### src/rtl/tt_arb_pkg.sv
// tt_arb_pkg: shared state encoding, bus width and slice helper for the uio bus arbiter
package tt_arb_pkg;

    typedef enum logic [1:0] {IDLE, TURN, GRANT} state_e;

    localparam int BUS_W = 8;

    function automatic logic [BUS_W-1:0] bus_slice(input logic [8*BUS_W-1:0] v, input int i);
        return v[i*BUS_W +: BUS_W];
    endfunction

endpackage

### src/rtl/rr_pick.sv
// rr_pick: combinational round-robin picker, first set request at or after ptr (wrapping)
module rr_pick #(
    parameter int NREQ = 4,
    parameter int OW   = $clog2(NREQ)
) (
    input  logic [NREQ-1:0] req_i,
    input  logic [OW-1:0]   ptr_i,
    output logic            valid_o,
    output logic [OW-1:0]   owner_o
);

    logic [OW-1:0] idx;

    assign valid_o = |req_i;

    // scan from farthest to nearest so the closest request to ptr wins
    always_comb begin
        owner_o = '0;
        idx     = '0;
        for (int i = NREQ - 1; i >= 0; i--) begin
            idx = OW'((int'(ptr_i) + i) % NREQ);
            if (req_i[idx]) owner_o = idx;
        end
    end

endmodule

### src/rtl/uio_bus_arbiter.sv
// uio_bus_arbiter: round-robin owner of the uio pad bus with turnaround and hold timeout (optional stats: ARB_STATS_EN)
module uio_bus_arbiter
    import tt_arb_pkg::*;
#(
    parameter int NREQ     = 4,
    parameter int TURN_CYC = 2,
    parameter int MAX_HOLD = 16,
    parameter int HOLD_W   = 8
) (
    input  logic                clk,
    input  logic                rst,
    input  logic                ena,
    input  logic [NREQ-1:0]     req,
    input  logic [NREQ-1:0]     rel,
    input  logic [NREQ*8-1:0]   req_out,
    input  logic [NREQ*8-1:0]   req_oe,
    output logic [NREQ-1:0]     gnt,
    output logic [BUS_W-1:0]    uio_out,
    output logic [BUS_W-1:0]    uio_oe,
    output logic                busy,
    output logic                timeout
`ifdef ARB_STATS_EN
    ,
    output logic [15:0]         grant_cnt,
    output logic [7:0]          timeout_cnt
`endif
);

    localparam int OW = $clog2(NREQ);
    localparam int TW = $clog2(TURN_CYC + 1);

    state_e            state_q, state_d;
    logic [OW-1:0]     ptr_q, ptr_d, owner_q, owner_d, pick, ptr_nxt;
    logic [TW-1:0]     turn_q, turn_d;
    logic [HOLD_W-1:0] hold_q, hold_d;
    logic [NREQ-1:0]   gnt_d;
    logic [BUS_W-1:0]  out_d, oe_d;
    logic              timeout_d, pick_v, req_own, rel_own, to_hit;

    rr_pick #(.NREQ(NREQ), .OW(OW)) u_pick (
        .req_i   (req),
        .ptr_i   (ptr_q),
        .valid_o (pick_v),
        .owner_o (pick)
    );

    assign req_own = req[owner_q];
    assign rel_own = rel[owner_q];
    assign to_hit  = (MAX_HOLD != 0) && (hold_q == HOLD_W'(MAX_HOLD));
    assign ptr_nxt = (owner_q == OW'(NREQ - 1)) ? '0 : owner_q + 1'b1;
    assign busy    = state_q != IDLE;

    // next state, counters and the values the output registers load; outputs default to a released bus
    always_comb begin
        state_d   = state_q;
        ptr_d     = ptr_q;
        owner_d   = owner_q;
        turn_d    = turn_q;
        hold_d    = hold_q;
        gnt_d     = '0;
        out_d     = '0;
        oe_d      = '0;
        timeout_d = 1'b0;
        if (!ena) begin
            state_d = IDLE;
        end else begin
            unique case (state_q)
                IDLE: begin
                    if (pick_v) begin
                        state_d = TURN;
                        owner_d = pick;
                        turn_d  = '0;
                    end
                end
                TURN: begin
                    if (!req_own) begin
                        state_d = IDLE;
                    end else if (turn_q == TW'(TURN_CYC - 1)) begin
                        state_d        = GRANT;
                        gnt_d[owner_q] = 1'b1;
                        hold_d         = HOLD_W'(1);
                    end else begin
                        turn_d = turn_q + 1'b1;
                    end
                end
                GRANT: begin
                    if (rel_own || !req_own || to_hit) begin
                        state_d   = IDLE;
                        ptr_d     = ptr_nxt;
                        timeout_d = to_hit && !rel_own && req_own;
                    end else begin
                        gnt_d[owner_q] = 1'b1;
                        hold_d         = hold_q + 1'b1;
                        out_d          = bus_slice(64'(req_out), int'(owner_q));
                        oe_d           = bus_slice(64'(req_oe), int'(owner_q));
                    end
                end
                default: state_d = IDLE;
            endcase
        end
    end

    // state, pointer, counters and registered pad outputs
    always_ff @(posedge clk) begin
        if (rst) begin
            state_q <= IDLE;
            ptr_q   <= '0;
            owner_q <= '0;
            turn_q  <= '0;
            hold_q  <= '0;
            gnt     <= '0;
            uio_out <= '0;
            uio_oe  <= '0;
            timeout <= 1'b0;
        end else begin
            state_q <= state_d;
            ptr_q   <= ptr_d;
            owner_q <= owner_d;
            turn_q  <= turn_d;
            hold_q  <= hold_d;
            gnt     <= gnt_d;
            uio_out <= out_d;
            uio_oe  <= oe_d;
            timeout <= timeout_d;
        end
    end

`ifdef ARB_STATS_EN
    // saturating grant and timeout counters
    always_ff @(posedge clk) begin
        if (rst) begin
            grant_cnt   <= '0;
            timeout_cnt <= '0;
        end else begin
            if (state_q == TURN && state_d == GRANT && grant_cnt != 16'hFFFF) grant_cnt <= grant_cnt + 1'b1;
            if (timeout_d && timeout_cnt != 8'hFF) timeout_cnt <= timeout_cnt + 1'b1;
        end
    end
`endif

endmodule

### config.mk
export PLATFORM = sky130hd
export DESIGN_NAME = uio_bus_arbiter
export DESIGN_NICKNAME = d
export VERILOG_FILES = /design/src/rtl/tt_arb_pkg.sv /design/src/rtl/rr_pick.sv /design/src/rtl/uio_bus_arbiter.sv
export SDC_FILE = /design/constraint.sdc
export NUM_CORES = 1
export LEC_CHECK = 0
export ABC_AREA = 1
export ABC_CLOCK_PERIOD_IN_PS = 1500
export CAP_MARGIN = 15
export CORE_MARGIN = 8
export CORE_UTILIZATION = 39
export DETAILED_ROUTE_END_ITERATION = 6
export PLACE_DENSITY = 0.77
export RECOVER_POWER = 100
export SETUP_SLACK_MARGIN = 0.1
export SLEW_MARGIN = 40
export SYNTH_ARGS = -nofsm -noshare
export SYNTH_HDL_FRONTEND = slang
export SYNTH_SLANG_ARGS = --single-unit
export TNS_END_PERCENT = 5
### constraint.sdc
create_clock -name clk -period 1.5 [get_ports clk]
set_input_delay 0.15 -clock clk [delete_from_list [all_inputs] [get_ports clk]]
set_output_delay 0.15 -clock clk [all_outputs]
set_load 0.02 [all_outputs]
==> flow_summary.yaml, run 1 <==
global_routing:
  grt_first_pass_wirelength_um: 12500
  first_global_vias: 2732
  pin_count_of_the_biggest_net_entering_global_routing: 27
  grt_use_total_pct: 17.8
  grt_remaining_overflow: 0
  grt_antenna_before_repair: 0
min_path:
  holdCritPathClass: "flip-flop to flip-flop"
  timing.hold.worst.start: "turn_q[1]"
sta:
  fin_skew_ns: 0.00480
  timing.final.crit_period_ns: 1.49
  finalMaxSlewViolations: 0
  relSlewSlack_pct: 78.1
  final-hold-violation-count: 0
  fin_hold_ws_ns: 0.467
  rsz_0062_raised_after_global_routing: "true"
  max_freq_mhz: 670
  fin_setup_tns_ns: 0
  pin_slew_with_the_least_headroom_to_its_limit_ns: 0.329
  finalSetupViolCount: 0
  final.period_utilization_pct: 99.5
final_layout:
  total_nets_final: 557
  final-seq-area_um2: 754
  num-fill-cells: 539
  multi_input_gate_area_in_the_final_layout_mm2: 0.00143
  area_delta_synth_final_pct: 55.9
  ratio_of_cells_with_drive_above_1_in_the_final_layout_pct: 15.2
  num_antenna_cells: 0
  finalCoreUtilization_pct: 61.7
clock_network:
  tritoncts: "yes"
  cts.sinks: 37
  cts-hold-fix-buffers: 0
  worstSkewPairLatency_ns: 0.30
  clk_root_buffer_cell: "sky130_fd_sc_hd__clkbuf_8"
  path_clk_slew_ns: 0.08
  number_of_levels_in_the_clock_h_tree: 2
  clockBufferDepth: 2
  numCtsBuffers: 5
yosys:
  synthesis.area_mm2: 0.00229
  synth_sequential_area_ratio_pct: 32.4
  synthesized_net_count: 442
  synth.ff_latch_count: 37
  postSynthCellCount: 357
  ys_types: 27
  synth_area_per_cell_um2: 6.40
  yosys_warnings: 0
floorplan:
  core.rowCount: 28
  fp.dieW_um: 92.6
  die-height_um: 92.6
  die-area_mm2: 0.00857
  starting_utilization_of_the_core_area_pct: 39.5
  boundary_pins: 97
  placeableCoreArea_mm2: 0.00578
worst_setup_path:
  setup.worst_path.start: "state_q[1]"
  slowest_delay_ns: 0.35
  timing_worst_setup_path_type: "flip-flop to flip-flop"
  maximum_fanout_along_the_worst_path: 3
  critical-path-slowest-cell: "sky130_fd_sc_hd__dfxtp_2"
  crit_required_ns: 1.69
  cp.arrival_ns: 1.69
  timing.critical_path.to_type: "flip-flop"
  critical_path.startpoint_type: "flip-flop"
  path_cells: "inv_2 -> ha_4 -> o211ai_1 -> a21oi_4 -> buf_6 -> nand3_1 -> nand2_1 -> a21oi_1"
  regToRegStartpoint: "state_q[1]"
placement:
  port_buf_inserts: 96
  globalplace.congestion: 0.856
  dp_hpwl_um: 6050
status:
  status: "finished, final reports clean"
routing:
  route.detailed.vias_per_inst: 4.97
  wirelength_um: 7600
  remaining_drcs: 0
  detailroute.via_count: 2723
  dr.pass1.iters: 4
  detail_route.wl_per_cell_um: 13.9
  drtIter0Drc: 137
  detail-route-antenna-nets: 0
power:
  p_leak_nw: 1.48
  worst_ir_drop_vdd_v: 0.000441
  power_density_mw_per_mm2: 649
  power_mw: 2.31
run:
  max-cap-violations: 0
## placed cells by master, fill, tap and decap left out, types with 2 or more instances in the layout
cell type,count
sky130_fd_sc_hd__inv_1,24
sky130_fd_sc_hd__dlygate4sd3_1,10
sky130_fd_sc_hd__nor2_2,3
sky130_fd_sc_hd__nand4_1,3
sky130_fd_sc_hd__nand3_1,27
sky130_fd_sc_hd__ha_4,2
sky130_fd_sc_hd__o21ai_1,4
sky130_fd_sc_hd__nor3_1,2
sky130_fd_sc_hd__clkdlybuf4s50_1,73
sky130_fd_sc_hd__dfxtp_1,30
sky130_fd_sc_hd__nand2_4,3
sky130_fd_sc_hd__dfxtp_2,5
sky130_fd_sc_hd__clkbuf_1,13
sky130_fd_sc_hd__inv_2,6
sky130_fd_sc_hd__nand2_1,52
sky130_fd_sc_hd__nand3_2,4
sky130_fd_sc_hd__o21ai_0,39
sky130_fd_sc_hd__dfxtp_4,2
sky130_fd_sc_hd__nand2_2,2
sky130_fd_sc_hd__a21oi_1,28
sky130_fd_sc_hd__clkinv_2,2
sky130_fd_sc_hd__a21oi_2,3
sky130_fd_sc_hd__ha_1,7
sky130_fd_sc_hd__buf_4,22
sky130_fd_sc_hd__clkbuf_8,5
sky130_fd_sc_hd__nor2_1,84
## flip-flops by register name, summed over array words and instances, names as in the netlist
| name | cells |
|---|---|
| ptr_q | 2 |
| state_q | 2 |
| timeout | 1 |
| hold_q | 8 |
| owner_q | 2 |
| turn_q | 2 |
| uio_oe | 8 |
| gnt | 4 |
| uio_out | 8 |
## per-layer routing
layer | track usage [%] | up-vias | wire, um
li1 | - | 1391 | -
met4 | 4.83 | 0 | 130
met1 | 20.2 | 1204 | 3110
met2 | 28.3 | 116 | 3420
met3 | 9.47 | 12 | 937
met5 | 0 | - | 0
## power by group
group	leakage [nW]	switching, mW	internal, mW	total (mW)
Sequential	0.303	0.0144	0.994	1.01
Combinational	1.13	0.282	0.316	0.598
Clock	0.0439	0.385	0.321	0.706
Total	1.48	0.681	1.63	2.31
## cell usage after synthesis
library cell | count | share of area [%]
sky130_fd_sc_hd__inv_2 | 4 | 0.66
sky130_fd_sc_hd__ha_1 | 10 | 5.5
sky130_fd_sc_hd__dfxtp_1 | 37 | 32
sky130_fd_sc_hd__xnor2_1 | 1 | 0.38
sky130_fd_sc_hd__nand4_4 | 1 | 0.93
sky130_fd_sc_hd__nand4_1 | 3 | 0.82
sky130_fd_sc_hd__inv_1 | 28 | 4.6
sky130_fd_sc_hd__buf_1 | 2 | 0.33
sky130_fd_sc_hd__buf_2 | 2 | 0.44
sky130_fd_sc_hd__o211ai_1 | 1 | 0.33
sky130_fd_sc_hd__a31oi_1 | 1 | 0.27
sky130_fd_sc_hd__nand2_4 | 3 | 1.5
sky130_fd_sc_hd__nor2_1 | 87 | 14
sky130_fd_sc_hd__nand2_2 | 3 | 0.82
sky130_fd_sc_hd__a21oi_4 | 1 | 0.71
sky130_fd_sc_hd__nor3b_1 | 1 | 0.33
sky130_fd_sc_hd__nand3_2 | 2 | 0.88
sky130_fd_sc_hd__or2_2 | 1 | 0.27
sky130_fd_sc_hd__clkinv_4 | 1 | 0.38
sky130_fd_sc_hd__nand2_1 | 52 | 8.5
sky130_fd_sc_hd__clkbuf_1 | 6 | 0.99
sky130_fd_sc_hd__nand3_1 | 29 | 6.3
sky130_fd_sc_hd__nor4_1 | 1 | 0.27
sky130_fd_sc_hd__a21oi_1 | 31 | 6.8
sky130_fd_sc_hd__nor3_1 | 3 | 0.66
sky130_fd_sc_hd__buf_6 | 2 | 0.99
sky130_fd_sc_hd__o21ai_0 | 44 | 9.6
## per-stage QoR
stage	cells	cell area, um2	setup WS, ns
after floorplan	357	2310	0.120
final	548	3560	0.00769
after global placement	538	3470	-0.0941
after CTS	548	3570	0.0216
after detailed placement	538	3470	-0.187
after global routing	548	3560	-0.0627
## cell families (layout without fill, tap and decap cells)
logic type / count (synthesis) / in the layout / synth area share [%]
AO/OA/AOI/OAI: 78 / 78 / 17.7
adder cells (fa/ha/maj): 10 / 10 / 5.47
buffers and inverters: 45 / 161 / 8.37
flip-flops: 37 / 37 / 32.4
XOR/XNOR: 1 / 1 / 0.383
AND/OR/NAND/NOR: 186 / 186 / 35.6
## path summary, 6_finish.rpt
check             cells past startpoint   endpoint  slack (ns)
setup reg to reg                      8  hold_q[3]       0.008
hold / removal                        2  turn_q[1]        0.47
setup / recovery                      8  hold_q[3]       0.008
hold reg to reg                       2  turn_q[1]        0.47
## final cells by class
| cell class | count | share of cell area, % |
|---|---|---|
| multi-input cells | 275 | 40.2 |
| clock buffers | 5 | 1.93 |
| flip-flops and latches | 37 | 21.2 |
| clock inverters | 3 | 0.491 |
| well taps | 75 | 2.63 |
| repair buffers | 120 | 29.8 |
| inverters | 33 | 3.83 |
## repair_timing
action,4_1_cts,5_1_grt
hold endpoints to repair,0,0
setup endpoints to repair,36,50
setup buffers,2,0
gates resized for setup,4,45
pin swaps,1,4
## worst max-delay path: cells and delay by family (launching register included)
family / cells / cell delay, ns
adder cells (fa/ha/maj): 1 / 0.27
flip-flops: 1 / 0.35
AO/OA/AOI/OAI: 3 / 0.41
AND/OR/NAND/NOR: 2 / 0.16
buffers and inverters: 2 / 0.20
(Power assumes the default switching activity.)
==> inputs of run 2 (changes only) <==
--- a/config.mk
+++ b/config.mk
@@ -9,9 +9,10 @@
 export ABC_CLOCK_PERIOD_IN_PS = 1500
 export CAP_MARGIN = 15
 export CORE_MARGIN = 8
-export CORE_UTILIZATION = 39
+export CORE_UTILIZATION = 40
+export CTS_BUF_LIST = sky130_fd_sc_hd__clkbuf_2 sky130_fd_sc_hd__clkbuf_4 sky130_fd_sc_hd__clkbuf_8
 export DETAILED_ROUTE_END_ITERATION = 6
-export PLACE_DENSITY = 0.77
+export PLACE_DENSITY = 0.79
 export RECOVER_POWER = 100
 export SETUP_SLACK_MARGIN = 0.1
 export SLEW_MARGIN = 40
==> run 2 against run 1 <==
  * The run now ends with negative setup slack left
  * Global-route usage down 0.32 points
  * Combinational power up 3%
  * Count of clock-buffer cells in the layout unchanged
  * Critical endpoint unchanged
  * Largest cell class unchanged
  * Clock power shrank 8.5%
  * Critical path type unchanged
  * Die area is 2.1% lower
  * Fmax decreased by 1.5%
==> flow_summary.yaml, run 2 (synthesis results as in run 1) <==
sta:
  fin_skew_ns: 0.00845
  rsz_0062_raised_after_global_routing: "true"
  finalSetupViolCount: 1
  relSlewSlack_pct: 76.6
  final.period_utilization_pct: 101
  setup_ws_post_layout_ns: -0.0151
  pin_slew_with_the_least_headroom_to_its_limit_ns: 0.348
  max_freq_mhz: 660
  final-hold-violation-count: 0
  fin_setup_tns_ns: -0.0151
  finalMaxSlewViolations: 0
  timing.final.crit_period_ns: 1.52
power:
  p_comb_share_pct: 27.2
  total_switching_power_mw: 0.648
  share_seq_of_total_power_pct: 44.4
  p_leak_nw: 1.45
  worst_ir_drop_vdd_v: 0.000352
  power_mw: 2.27
  sw_frac_of_total_pct: 28.5
  clock_power_share_pct: 28.4
  power_density_mw_per_mm2: 627
  internal-power_mw: 1.63
worst_setup_path:
  destination_of_the_worst_register_to_register_timing_path: "hold_q[3]"
  crit_required_ns: 1.73
  critical_path.startpoint_type: "flip-flop"
  cp.arrival_ns: 1.74
  timing.critical_path.to_type: "flip-flop"
  worstRegToRegCells: 9
  reg2reg_slack_ns: -0.02
  critPathBufInv: 2
  slowest_delay_ns: 0.34
  critical-path-slowest-cell: "sky130_fd_sc_hd__dfxtp_2"
  timing_worst_setup_path_type: "flip-flop to flip-flop"
  path_cells: "inv_1 -> ha_1 -> nand4_1 -> nand3_2 -> nand2_4 -> buf_4 -> nand3_1 -> nand2_1 -> a21oi_1"
  regToRegStartpoint: "hold_q[1]"
  setup.worst_path.start: "hold_q[1]"
  maximum_fanout_along_the_worst_path: 4
  critical_path_depth: 9
  crit_end: "hold_q[3]"
  critical_path.top_delay_family: "simple AND/OR/NAND/NOR gates"
min_path:
  holdCritPathClass: "flip-flop to flip-flop"
placement:
  dp_hpwl_um: 5980
  port_buf_inserts: 96
  placement.setup.worst_slack_ns: -0.127
  globalplace.congestion: 0.806
  inst_count_dp: 533
floorplan:
  placeableCoreArea_mm2: 0.00551
  die-height_um: 91.6
  die-area_mm2: 0.00839
  starting_utilization_of_the_core_area_pct: 41.5
  boundary_pins: 97
  core.rowCount: 27
  fp.dieW_um: 91.6
clock_network:
  clockBufferDepth: 2
  clk_root_buffer_cell: "sky130_fd_sc_hd__clkbuf_8"
  numCtsBuffers: 5
  cts.sinks: 37
  tritoncts: "yes"
  number_of_levels_in_the_clock_h_tree: 2
  path_clk_slew_ns: 0.07
  worstSkewPairLatency_ns: 0.29
  cts-hold-fix-buffers: 0
routing:
  remaining_drcs: 0
  dr.pass1.iters: 4
  detail_route.wl_per_cell_um: 14.0
  route.detailed.vias_per_inst: 5.09
  drtIter0Drc: 116
  detail-route-antenna-nets: 0
  detailroute.via_count: 2789
  wirelength_um: 7690
global_routing:
  grt_use_total_pct: 17.4
  grt_first_pass_wirelength_um: 12100
  grt_antenna_before_repair: 0
  first_global_vias: 2744
  pin_count_of_the_biggest_net_entering_global_routing: 23
  grt_remaining_overflow: 0
final_layout:
  mostFrequentLayoutCell: "sky130_fd_sc_hd__nor2_1"
  reg_top3: "hold_q: 8 flops, uio_oe: 8 flops, uio_out: 8 flops"
  total_nets_final: 562
  final_cell_count_no_fill: 548
  num-fill-cells: 484
  ratio_of_cells_with_drive_above_1_in_the_final_layout_pct: 18.1
  num_antenna_cells: 0
  area_delta_synth_final_pct: 58.7
  layout.cells.most_common_list: "85 x sky130_fd_sc_hd__nor2_1, 84 x sky130_fd_sc_hd__clkdlybuf4s50_1, 52 x sky130_fd_sc_hd__nand2_1, 39 x sky130_fd_sc_hd__o21ai_0, 31 x sky130_fd_sc_hd__dfxtp_1"
status:
  status: "finished with violations"
  violations: "negative setup slack"
run:
  max-cap-violations: 0
-- run 2: cell types whose count changed in the layout (fill, tap and decap cells not counted), moves of 2 or more --
cell / before / now
sky130_fd_sc_hd__clkdlybuf4s50_1: 73 / 84
sky130_fd_sc_hd__dlygate4sd3_1: 10 / 0
sky130_fd_sc_hd__dfxtp_4: 2 / 0
sky130_fd_sc_hd__inv_4: 1 / 3
sky130_fd_sc_hd__a21oi_2: 3 / 15
sky130_fd_sc_hd__a21oi_1: 28 / 16
sky130_fd_sc_hd__buf_4: 22 / 28
sky130_fd_sc_hd__nor2_2: 3 / 1
sky130_fd_sc_hd__clkbuf_1: 13 / 11
-- run 2: worst min path at each step --
stage,start,to,slack [ns],cells after the start
detailed placement,turn_q[1],turn_q[1],0.46,2
global placement,turn_q[1],turn_q[1],0.45,2
finish,turn_q[1],turn_q[1],0.47,2
CTS,turn_q[1],turn_q[1],0.47,2
floorplan,rst,hold_q[1],0.22,1
global route,turn_q[1],turn_q[1],0.49,2
-- run 2: area by class of cell --
cell class	instances	area [um2]	area share, %
multi-input cells	276	1480	40.9
repair buffers	124	1100	30.2
flip-flops and latches	37	748	20.6
inverters	33	136	3.76
well taps	72	90.1	2.48
clock buffers	5	68.8	1.90
clock inverters	1	5.00	0.138
-- run 2: metal layers --
layer | vias to the layer above | global-route usage (%) | wire [um]
li1 | 1399 | - | -
met1 | 1249 | 19.3 | 3050
met2 | 123 | 27.9 | 3600
met3 | 18 | 8.72 | 826
met4 | 0 | 7.09 | 214
met5 | - | 0 | 0
-- run 2: per-stage QoR --
step           cell area [um2]  hold slack, ns  utilization, %
2_1_floorplan             2310           0.219               -
3_3_place_gp              3450           0.455            62.7
3_5_place_dp              3450           0.462            62.7
4_1_cts                   3570           0.472            64.9
5_1_grt                   3630           0.494            65.9
6_report                  3630           0.469            65.9
-- run 2: worst min-delay path, delay by kind of cell (launching register included) --
family	cells	cell delay (ns)
AO/OA/AOI/OAI	1	0.06
AND/OR/NAND/NOR	1	0.06
flip-flops	1	0.31
-- run 2: power groups by stage --
stage / combinational [mW] / sequential [mW] / clock (mW)
2_1_floorplan: 0.277 / 1.03 / 0
3_3_place_gp: 0.562 / 1.03 / 0
3_5_place_dp: 0.570 / 1.03 / 0
4_1_cts: 0.581 / 1.01 / 0.667
5_1_grt: 0.680 / 1.01 / 0.702
6_report: 0.618 / 1.01 / 0.646
-- run 2: what timing repair did --
| item | CTS | global route |
|---|---|---|
| buffers inserted | 4 | 4 |
| endpoints found under the setup margin | 36 | 47 |
| pin swaps | 6 | 9 |
| cloned | 0 | 1 |
| gates resized for setup | 11 | 44 |
